<file path="src/rtl/osnt_packet_snapper_pkg.sv">
// Shared types for the OSNT packet snapper: FSM state encoding and TUSER length field position.
package osnt_packet_snapper_pkg;

  typedef enum logic [1:0] {
    ST_FIRST = 2'd0,
    ST_PASS  = 2'd1,
    ST_DROP  = 2'd2
  } state_t;

  localparam int TUSER_LEN_LO = 0;
  localparam int TUSER_LEN_HI = 15;

  // Beat index stops at all-ones instead of wrapping on very long packets
  function automatic logic [15:0] sat_inc16(input logic [15:0] v);
    return (v == 16'hFFFF) ? v : (v + 16'd1);
  endfunction

endpackage

</file>
<file path="src/rtl/osnt_packet_snapper_if.sv">
// AXI4-Stream bundle (tdata/tstrb/tuser/tvalid/tready/tlast) used on both sides of the snapper.
interface osnt_packet_snapper_if #(
  parameter int DW = 256,
  parameter int UW = 128
);
  logic [DW-1:0]   tdata;
  logic [DW/8-1:0] tstrb;
  logic [UW-1:0]   tuser;
  logic            tvalid;
  logic            tready;
  logic            tlast;

  modport master (output tdata, tstrb, tuser, tvalid, tlast, input tready);
  modport slave  (input tdata, tstrb, tuser, tvalid, tlast, output tready);
endinterface

</file>
<file path="src/rtl/osnt_packet_snapper_skid_reg.sv">
// Two-entry output register: one-cycle latency, full throughput, ready derived only from flops.
module osnt_axis_skid_reg #(
  parameter int W = 8
) (
  input  logic         clk,
  input  logic         reset,
  input  logic [W-1:0] in_data,
  input  logic         in_valid,
  output logic         in_ready,
  output logic [W-1:0] out_data,
  output logic         out_valid,
  input  logic         out_ready
);
  logic [W-1:0] out_data_r;
  logic [W-1:0] skid_data_r;
  logic         out_valid_r;
  logic         skid_valid_r;
  logic         pop_s;
  logic         push_s;

  assign pop_s     = out_valid_r && out_ready;
  assign push_s    = in_valid && !skid_valid_r;
  assign in_ready  = !skid_valid_r;
  assign out_data  = out_data_r;
  assign out_valid = out_valid_r;

  // Output slot refills from the skid slot first so ordering is preserved
  always_ff @(posedge clk) begin
    if (reset) begin
      out_data_r   <= '0;
      skid_data_r  <= '0;
      out_valid_r  <= 1'b0;
      skid_valid_r <= 1'b0;
    end else if (skid_valid_r) begin
      if (pop_s) begin
        out_data_r   <= skid_data_r;
        skid_valid_r <= 1'b0;
      end
    end else if (push_s) begin
      if (!out_valid_r || pop_s) begin
        out_data_r  <= in_data;
        out_valid_r <= 1'b1;
      end else begin
        skid_data_r  <= in_data;
        skid_valid_r <= 1'b1;
      end
    end else if (pop_s) begin
      out_valid_r <= 1'b0;
    end
  end

endmodule

</file>
<file path="src/rtl/osnt_packet_snapper.sv">
// Truncates AXI4-Stream packets to a per-packet snap length, masks the last kept word,
// rewrites the TUSER length and counts truncated packets.
module osnt_packet_snapper
  import osnt_packet_snapper_pkg::*;
#(
  parameter int C_AXIS_DATA_WIDTH  = 256,
  parameter int C_AXIS_TUSER_WIDTH = 128,
  parameter int C_CNT_WIDTH        = 32
) (
  input  logic                   axi_aclk,
  input  logic                   axi_reset,
  input  logic                   cfg_cut_en,
  input  logic [15:0]            cfg_cut_bytes,
  osnt_packet_snapper_if.slave   s_axis,
  osnt_packet_snapper_if.master  m_axis,
  output logic [C_CNT_WIDTH-1:0] pkt_cut_count
);
  localparam int          BPW    = C_AXIS_DATA_WIDTH / 8;
  localparam int          SKID_W = C_AXIS_DATA_WIDTH + BPW + C_AXIS_TUSER_WIDTH + 1;
  localparam logic [15:0] BPW_L  = 16'(BPW);

  state_t                        state_r, state_s;
  logic [15:0]                   word_cnt_r, word_cnt_s;
  logic                          cut_act_r, cut_act_s;
  logic [15:0]                   cut_word_r, cut_word_s;
  logic [BPW-1:0]                cut_mask_r, cut_mask_s;
  logic [15:0]                   cut_bytes_r, cut_bytes_s;
  logic                          rewrite_r, rewrite_s;
  logic [C_CNT_WIDTH-1:0]        cut_count_r, cut_count_s;
  logic [15:0]                   bytes_m1_s, cfg_rem_s;
  logic [BPW-1:0]                cfg_mask_s;
  logic                          cfg_act_s, fire_s, at_cut_s, truncate_s, tready_s;
  logic                          skid_in_valid_s, skid_in_ready_s;
  logic [BPW-1:0]                out_strb_s;
  logic [C_AXIS_TUSER_WIDTH-1:0] out_user_s;
  logic                          out_last_s;
  logic [SKID_W-1:0]             skid_out_s;

  assign tready_s        = !axi_reset && ((state_r == ST_DROP) || skid_in_ready_s);
  assign s_axis.tready   = tready_s;
  assign fire_s          = s_axis.tvalid && tready_s;
  assign skid_in_valid_s = fire_s && (state_r != ST_DROP);
  assign pkt_cut_count   = cut_count_r;

  // Live config applies on a first beat; later beats use the values latched with it
  always_comb begin
    bytes_m1_s = cfg_cut_bytes - 16'd1;
    cfg_rem_s  = bytes_m1_s % BPW_L;
    cfg_act_s  = cfg_cut_en && (cfg_cut_bytes != 16'd0);
    for (int i = 0; i < BPW; i++) begin
      cfg_mask_s[i] = (16'(i) <= cfg_rem_s);
    end
    if (state_r == ST_FIRST) begin
      cut_act_s   = cfg_act_s;
      cut_word_s  = bytes_m1_s / BPW_L;
      cut_mask_s  = cfg_mask_s;
      cut_bytes_s = cfg_cut_bytes;
      rewrite_s   = cfg_act_s && (cfg_cut_bytes < s_axis.tuser[TUSER_LEN_HI:TUSER_LEN_LO]);
    end else begin
      cut_act_s   = cut_act_r;
      cut_word_s  = cut_word_r;
      cut_mask_s  = cut_mask_r;
      cut_bytes_s = cut_bytes_r;
      rewrite_s   = rewrite_r;
    end
  end

  // Next-state, beat counter, truncation detection and output beat shaping
  always_comb begin
    state_s     = state_r;
    word_cnt_s  = word_cnt_r;
    cut_count_s = cut_count_r;
    at_cut_s    = cut_act_s && (word_cnt_r == cut_word_s);
    truncate_s  = at_cut_s && (!s_axis.tlast || ((s_axis.tstrb & ~cut_mask_s) != '0));
    out_strb_s  = at_cut_s ? (s_axis.tstrb & cut_mask_s) : s_axis.tstrb;
    out_last_s  = s_axis.tlast || at_cut_s;
    out_user_s  = s_axis.tuser;
    if (rewrite_s) begin
      out_user_s[TUSER_LEN_HI:TUSER_LEN_LO] = cut_bytes_s;
    end else begin
      out_user_s[TUSER_LEN_HI:TUSER_LEN_LO] = s_axis.tuser[TUSER_LEN_HI:TUSER_LEN_LO];
    end
    if (fire_s) begin
      case (state_r)
        ST_FIRST, ST_PASS: begin
          if (s_axis.tlast) begin
            state_s = ST_FIRST;
          end else if (at_cut_s) begin
            state_s = ST_DROP;
          end else begin
            state_s = ST_PASS;
          end
          if (truncate_s) begin
            cut_count_s = cut_count_r + C_CNT_WIDTH'(1);
          end else begin
            cut_count_s = cut_count_r;
          end
        end
        ST_DROP: begin
          state_s = s_axis.tlast ? ST_FIRST : ST_DROP;
        end
        default: begin
          state_s = ST_FIRST;
        end
      endcase
      if (state_s == ST_FIRST) begin
        word_cnt_s = 16'd0;
      end else begin
        word_cnt_s = sat_inc16(word_cnt_r);
      end
    end else begin
      state_s = state_r;
    end
  end

  // State, per-packet config latch and truncation counter
  always_ff @(posedge axi_aclk) begin
    if (axi_reset) begin
      state_r     <= ST_FIRST;
      word_cnt_r  <= 16'd0;
      cut_act_r   <= 1'b0;
      cut_word_r  <= 16'd0;
      cut_mask_r  <= '0;
      cut_bytes_r <= 16'd0;
      rewrite_r   <= 1'b0;
      cut_count_r <= '0;
    end else begin
      state_r     <= state_s;
      word_cnt_r  <= word_cnt_s;
      cut_count_r <= cut_count_s;
      if (fire_s && (state_r == ST_FIRST)) begin
        cut_act_r   <= cut_act_s;
        cut_word_r  <= cut_word_s;
        cut_mask_r  <= cut_mask_s;
        cut_bytes_r <= cut_bytes_s;
        rewrite_r   <= rewrite_s;
      end
    end
  end

  osnt_axis_skid_reg #(
    .W (SKID_W)
  ) u_skid (
    .clk       (axi_aclk),
    .reset     (axi_reset),
    .in_data   ({s_axis.tdata, out_strb_s, out_user_s, out_last_s}),
    .in_valid  (skid_in_valid_s),
    .in_ready  (skid_in_ready_s),
    .out_data  (skid_out_s),
    .out_valid (m_axis.tvalid),
    .out_ready (m_axis.tready)
  );

  assign {m_axis.tdata, m_axis.tstrb, m_axis.tuser, m_axis.tlast} = skid_out_s;

endmodule

</file>
<file path="src/flat_wrapper.sv">
// flat-port wrapper written by rule: the top's interface ports become plain ports
module osnt_packet_snapper_flat import osnt_packet_snapper_pkg::*;
#(
  parameter int C_AXIS_DATA_WIDTH  = 256,
  parameter int C_AXIS_TUSER_WIDTH = 128,
  parameter int C_CNT_WIDTH        = 32
)
  (axi_aclk, axi_reset, cfg_cut_en, cfg_cut_bytes, pkt_cut_count, s_axis_tdata, s_axis_tstrb, s_axis_tuser, s_axis_tvalid, s_axis_tlast, s_axis_tready, m_axis_tdata, m_axis_tstrb, m_axis_tuser, m_axis_tvalid, m_axis_tlast, m_axis_tready);
  osnt_packet_snapper_if #(.DW(256), .UW(128)) s_axis_i ();
  osnt_packet_snapper_if #(.DW(256), .UW(128)) m_axis_i ();
  input  logic axi_aclk;
  input  logic axi_reset;
  input  logic cfg_cut_en;
  input  logic [15:0] cfg_cut_bytes;
  output logic [C_CNT_WIDTH-1:0] pkt_cut_count;
  input wire logic [$bits(s_axis_i.tdata)-1:0] s_axis_tdata;
  input wire logic [$bits(s_axis_i.tstrb)-1:0] s_axis_tstrb;
  input wire logic [$bits(s_axis_i.tuser)-1:0] s_axis_tuser;
  input wire logic [$bits(s_axis_i.tvalid)-1:0] s_axis_tvalid;
  input wire logic [$bits(s_axis_i.tlast)-1:0] s_axis_tlast;
  output wire logic [$bits(s_axis_i.tready)-1:0] s_axis_tready;
  output wire logic [$bits(m_axis_i.tdata)-1:0] m_axis_tdata;
  output wire logic [$bits(m_axis_i.tstrb)-1:0] m_axis_tstrb;
  output wire logic [$bits(m_axis_i.tuser)-1:0] m_axis_tuser;
  output wire logic [$bits(m_axis_i.tvalid)-1:0] m_axis_tvalid;
  output wire logic [$bits(m_axis_i.tlast)-1:0] m_axis_tlast;
  input wire logic [$bits(m_axis_i.tready)-1:0] m_axis_tready;
  assign s_axis_i.tdata = s_axis_tdata;
  assign s_axis_i.tstrb = s_axis_tstrb;
  assign s_axis_i.tuser = s_axis_tuser;
  assign s_axis_i.tvalid = s_axis_tvalid;
  assign s_axis_i.tlast = s_axis_tlast;
  assign s_axis_tready = s_axis_i.tready;
  assign m_axis_tdata = m_axis_i.tdata;
  assign m_axis_tstrb = m_axis_i.tstrb;
  assign m_axis_tuser = m_axis_i.tuser;
  assign m_axis_tvalid = m_axis_i.tvalid;
  assign m_axis_tlast = m_axis_i.tlast;
  assign m_axis_i.tready = m_axis_tready;
  osnt_packet_snapper #(.C_AXIS_DATA_WIDTH(C_AXIS_DATA_WIDTH), .C_AXIS_TUSER_WIDTH(C_AXIS_TUSER_WIDTH), .C_CNT_WIDTH(C_CNT_WIDTH)) u_core (.axi_aclk(axi_aclk), .axi_reset(axi_reset), .cfg_cut_en(cfg_cut_en), .cfg_cut_bytes(cfg_cut_bytes), .s_axis(s_axis_i), .m_axis(m_axis_i), .pkt_cut_count(pkt_cut_count));
endmodule
</file>
<file path="config.mk">
export PLATFORM = sky130hd
export DESIGN_NAME = osnt_packet_snapper_flat
export DESIGN_NICKNAME = d
export VERILOG_FILES = /design/src/rtl/osnt_packet_snapper_pkg.sv /design/src/rtl/osnt_packet_snapper_if.sv /design/src/rtl/osnt_packet_snapper_skid_reg.sv /design/src/rtl/osnt_packet_snapper.sv /design/src/flat_wrapper.sv
export SDC_FILE = /design/constraint.sdc
export NUM_CORES = 2
export LEC_CHECK = 0
export CORE_MARGIN = 1.5
export CORE_UTILIZATION = 30
export CTS_BUF_LIST = sky130_fd_sc_hd__clkbuf_4 sky130_fd_sc_hd__clkbuf_8
export CTS_CLUSTER_DIAMETER = 40
export CTS_CLUSTER_SIZE = 28
export DETAILED_ROUTE_END_ITERATION = 8
export GPL_TIMING_DRIVEN = 0
export RECOVER_POWER = 25
export SETUP_SLACK_MARGIN = 0.5
export SLEW_MARGIN = 20
export SYNTH_ARGS = -nofsm -noshare
export SYNTH_HDL_FRONTEND = slang
export SYNTH_SLANG_ARGS = --single-unit
</file>
<file path="constraint.sdc">
create_clock -name axi_aclk -period 9.2 [get_ports axi_aclk]
set_clock_uncertainty 0.15 [all_clocks]
set_input_delay 1.84 -clock axi_aclk [delete_from_list [all_inputs] [get_ports axi_aclk]]
set_output_delay 1.84 -clock axi_aclk [all_outputs]
set_load 0.02 [all_outputs]
</file>
==> impl_metrics.csv <==
group,metric,value,unit
sta,setup_tns,0,ps
yosys,yosys_most_used_dff,"dfxtp_1",
setup_path,crit_arrival,7920,ps
sta,fin_ws,1900,ps
sta,finalHoldViolCount,0,
route,routed_wl,181000,µm
grt,grt-ovfl-total,0,
final_layout,n_fill_cell,13400,
setup_path,critPathSlowestCell,"a2111oi_2",
setup_path,cp_cell_sequence,"clkdlybuf4s50_1 -> buf_2 -> clkbuf_1 -> inv_1 -> ha_1 -> buf_2 -> nor3b_1 -> buf_2 -> mux2i_1 -> clkbuf_1 -> nand4_1 -> a32oi_1 -> o211ai_1 -> a2111oi_2 -> a21o_1 -> buf_4 -> buf_6 -> buf_6 -> mux2i_1 -> nor2_1",
floorplanning,die-area,0.137,mm²
place,port_buffers,888,
final_layout,syn_to_final_growth,37.1,%
floorplanning,num_rows,134,
clocking,clkLatencyLatePin,930,ps
yosys,ys_seq_area_share,47.1,%
yosys,synth_fa_ha_area_share,0.650,%
yosys,syn_area,0.0404,mm²
yosys,synth_top_family_by_area,"compound AO/OA/AOI/OAI gates",
route,routedWlPerCell,23.2,µm
setup_path,criticalPathCategory,"in -> reg",
setup_path,path_max_fanout,10,
route,drtAntennaViolNets,0,
grt,track_usage,25.3,%
place,dp_hpwl,140000,µm
clocking,cts_setup_buffers,0,
final_layout,drive_gt1_share,5.78,%
setup_path,cp_top_family,"buffers and inverters",
floorplanning,die_w,370,µm
outcome,status,"complete, but fails checks",
yosys,synth_edf_count,0,
setup_path,endpoint_kind,"flop",
route,via_per_inst,5.12,
yosys,synthCells,4835,
yosys,synth-compound-area-share,19.9,%
yosys,ys_ff_latch,952,
yosys,yosysWarnings,0,
sta,tightest_slew,1590,ps
clocking,cts_sinks,952,
final_layout,mostFrequentLayoutCells,"dfxtp_1 (952), nand2_1 (895), nor2_1 (571), a21oi_1 (540), clkdlybuf4s50_1 (540)",
setup_path,path_buf_inv,10,
floorplanning,die_h,370,µm
sta,grt_setup_unrepaired,"false",
outcome,violations,"DRC, capacitance limit, slew limit",
setup_path,cpPeakStageDelay,1100,ps
final_layout,regArea,0.0191,mm²
sta,max_slew_margin,-6.27,%
pwr,vdd_drop_max,0.000122,V
route,drc_errors,192,
min_path,hold_start,"u_core.u_skid.skid_data_r[17]",
pwr,p_leak,19.2,nW
pwr,power_density,193,mW/mm²
yosys,synth_nets,5294,
floorplanning,boundaryPins,889,
yosys,syn-mean-instance-area,8.37,µm²
clocking,htree_levels,4,
sta,min_period_over_period,79.3,%
final_layout,final_nets,6345,
clocking,cts_buffer_depth,3,
route,drtIter0Drc,2996,
route,vias,40100,
sta,max_freq,137,MHz
clocking,clk_pin_slew,90,ps
final_layout,multi_input_area,0.0196,mm²
clocking,cts_root_buffer,"clkbuf_8",
sta,layout_min_cycle_time,7300,ps
sta,setup_viol,0,
grt,grt_pass1_vias,38100,
yosys,synth_xor_area_share,0.953,%
yosys,ys_async_sr_fraction,0,%
clocking,postCtsHoldBufs,0,
setup_path,rrSetupSlack,3780,ps
yosys,netlist-cell-type-count,81,
setup_path,cp_common_cell,"buf_2",
sta,slew_violations,13,
setup_path,required,9820,ps
clocking,cts_tree,"yes",
grt,antenna_found_initial,49,
job,cap_violations,1,
clocking,cts-resized-gates,0,
min_path,hold_class,"reg -> reg",
setup_path,startpoint,"cfg_cut_bytes[0]",
yosys,synthSimpleGateAreaFrac,17.5,%
route,dr.pass1.iters,8,
place,gp_congestion,0.968,
yosys,muxShareOfSynthArea,9.41,%
floorplanning,core_region_area,0.134,mm²
grt,grt_pass1_wl,258000,µm
grt,grt_max_degree,17,
place,dp_slack,1210,ps
final_layout,layout_commonest_cell,"dfxtp_1",
setup_path,start_kind,"input port",
clocking,cts_buffers,159,
floorplanning,start_util,30.3,%
setup_path,worstReg2RegStart,"u_core.state_r[1]",
[worst paths after layout]
path                                         to  cells after the start
setup / recovery        u_core.pkt_cut_count[1]                     20
hold reg to reg   u_core.u_skid.skid_data_r[17]                      2
hold / removal    u_core.u_skid.skid_data_r[17]                      2
setup reg to reg    u_core.u_skid.out_data[160]                     12
[worst reg2reg max path, cell delays in order, from the launching register on]
cell and delay, ps:
dfxtp_1 570, or2_1 210, clkbuf_1 560, clkbuf_1 540, a21oi_1 150, mux2i_1 210
xor2_1 120, a211oi_1 580, nand3_1 450, clkbuf_1 430, o21ai_0 870, o21a_1 360
nor3_1 90
[per-stage QoR]
stage / total power [mW] / hold slack, ps / instances / util, % / cell area (µm²)
floorplan: 5.38 / 278 / 4835 / - / 40400
global placement: 6.32 / 287 / 7491 / 38.6 / 51500
detailed placement: 6.33 / 295 / 7493 / 38.6 / 51600
CTS: 10.8 / 302 / 7789 / 41.4 / 55400
global route: 11.1 / 319 / 7810 / 41.5 / 55400
finish: 10.7 / 303 / 7823 / 41.5 / 55500
[synth_stat cells, types with 4 or more instances]
| master | count | share of area (%) |
|---|---|---|
| nor2_1 | 571 | 5.3 |
| a31oi_1 | 4 | 0.062 |
| o2111ai_1 | 4 | 0.087 |
| nand2b_1 | 16 | 0.25 |
| o211ai_1 | 64 | 1.2 |
| nor3b_1 | 8 | 0.15 |
| or2_2 | 8 | 0.12 |
| xnor2_1 | 25 | 0.54 |
| buf_6 | 5 | 0.14 |
| nor4_1 | 6 | 0.093 |
| ha_1 | 21 | 0.65 |
| a311oi_1 | 10 | 0.22 |
| a21oi_1 | 540 | 6.7 |
| or4b_1 | 5 | 0.12 |
| mux2i_1 | 379 | 9.4 |
| inv_1 | 49 | 0.45 |
| or3_1 | 13 | 0.20 |
| a21o_1 | 8 | 0.15 |
| nand4_1 | 28 | 0.43 |
| a32oi_1 | 7 | 0.15 |
| clkbuf_1 | 401 | 3.7 |
| o31ai_1 | 16 | 0.30 |
| nor3_1 | 46 | 0.57 |
| o21a_1 | 47 | 0.87 |
| nand3b_1 | 6 | 0.11 |
| nor4_4 | 4 | 0.21 |
| o22a_1 | 5 | 0.11 |
| o41ai_1 | 7 | 0.15 |
| o21ai_0 | 65 | 0.80 |
| nand2_1 | 895 | 8.3 |
| buf_2 | 11 | 0.14 |
| xor2_1 | 19 | 0.41 |
| dfxtp_1 | 952 | 47 |
| buf_1 | 4 | 0.037 |
| nand3_1 | 38 | 0.47 |
| and2_1 | 16 | 0.25 |
| or4_1 | 21 | 0.39 |
| a2111oi_0 | 4 | 0.087 |
| o22ai_1 | 17 | 0.26 |
| a211oi_1 | 412 | 7.6 |
| o221ai_1 | 5 | 0.11 |
| o21ai_1 | 8 | 0.099 |
[power breakdown]
part           switching (mW)  total (mW)  internal (mW)
Clock                    2.06        4.49           2.42
Sequential              0.126        4.45           4.32
Combinational            1.07        1.76          0.690
Total                    3.26        10.7           7.43
[flip-flops by register name, indices dropped and copies added, names as in the netlist]
register	count
u_core.state_r	2
u_core.u_skid.skid_valid_r	1
u_core.cut_bytes_r	16
u_core.cut_act_r	1
u_core.pkt_cut_count	32
u_core.u_skid.out_data	417
u_core.rewrite_r	1
u_core.u_skid.out_valid	1
u_core.word_cnt_r	16
u_core.cut_word_r	16
u_core.cut_mask_r	32
u_core.u_skid.skid_data_r	417
[layer usage]
metal	GRT usage (%)	part of all wire, %
met4	10.3	3.8
met3	7.74	8.8
met1	30.0	40
met2	42.4	48
met5	0	0.045
[cell families after synthesis]
family	Yosys count
buf+inv	472
xor+xnor	44
flops	952
fa+ha+maj	21
simple gates	1704
mux	380
compound gates	1262
[layout make-up]
type | instances | area share (%)
multi-input combinational | 3411 | 35.3
clock inverter | 103 | 2.19
tap | 1768 | 3.99
sequential | 952 | 34.4
buffer | 422 | 2.98
antenna | 34 | 0.153
inverter | 50 | 0.338
timing repair buffer | 890 | 16.1
clock buffer | 193 | 4.62
No activity file was read; power rests on OpenSTA's default activity.
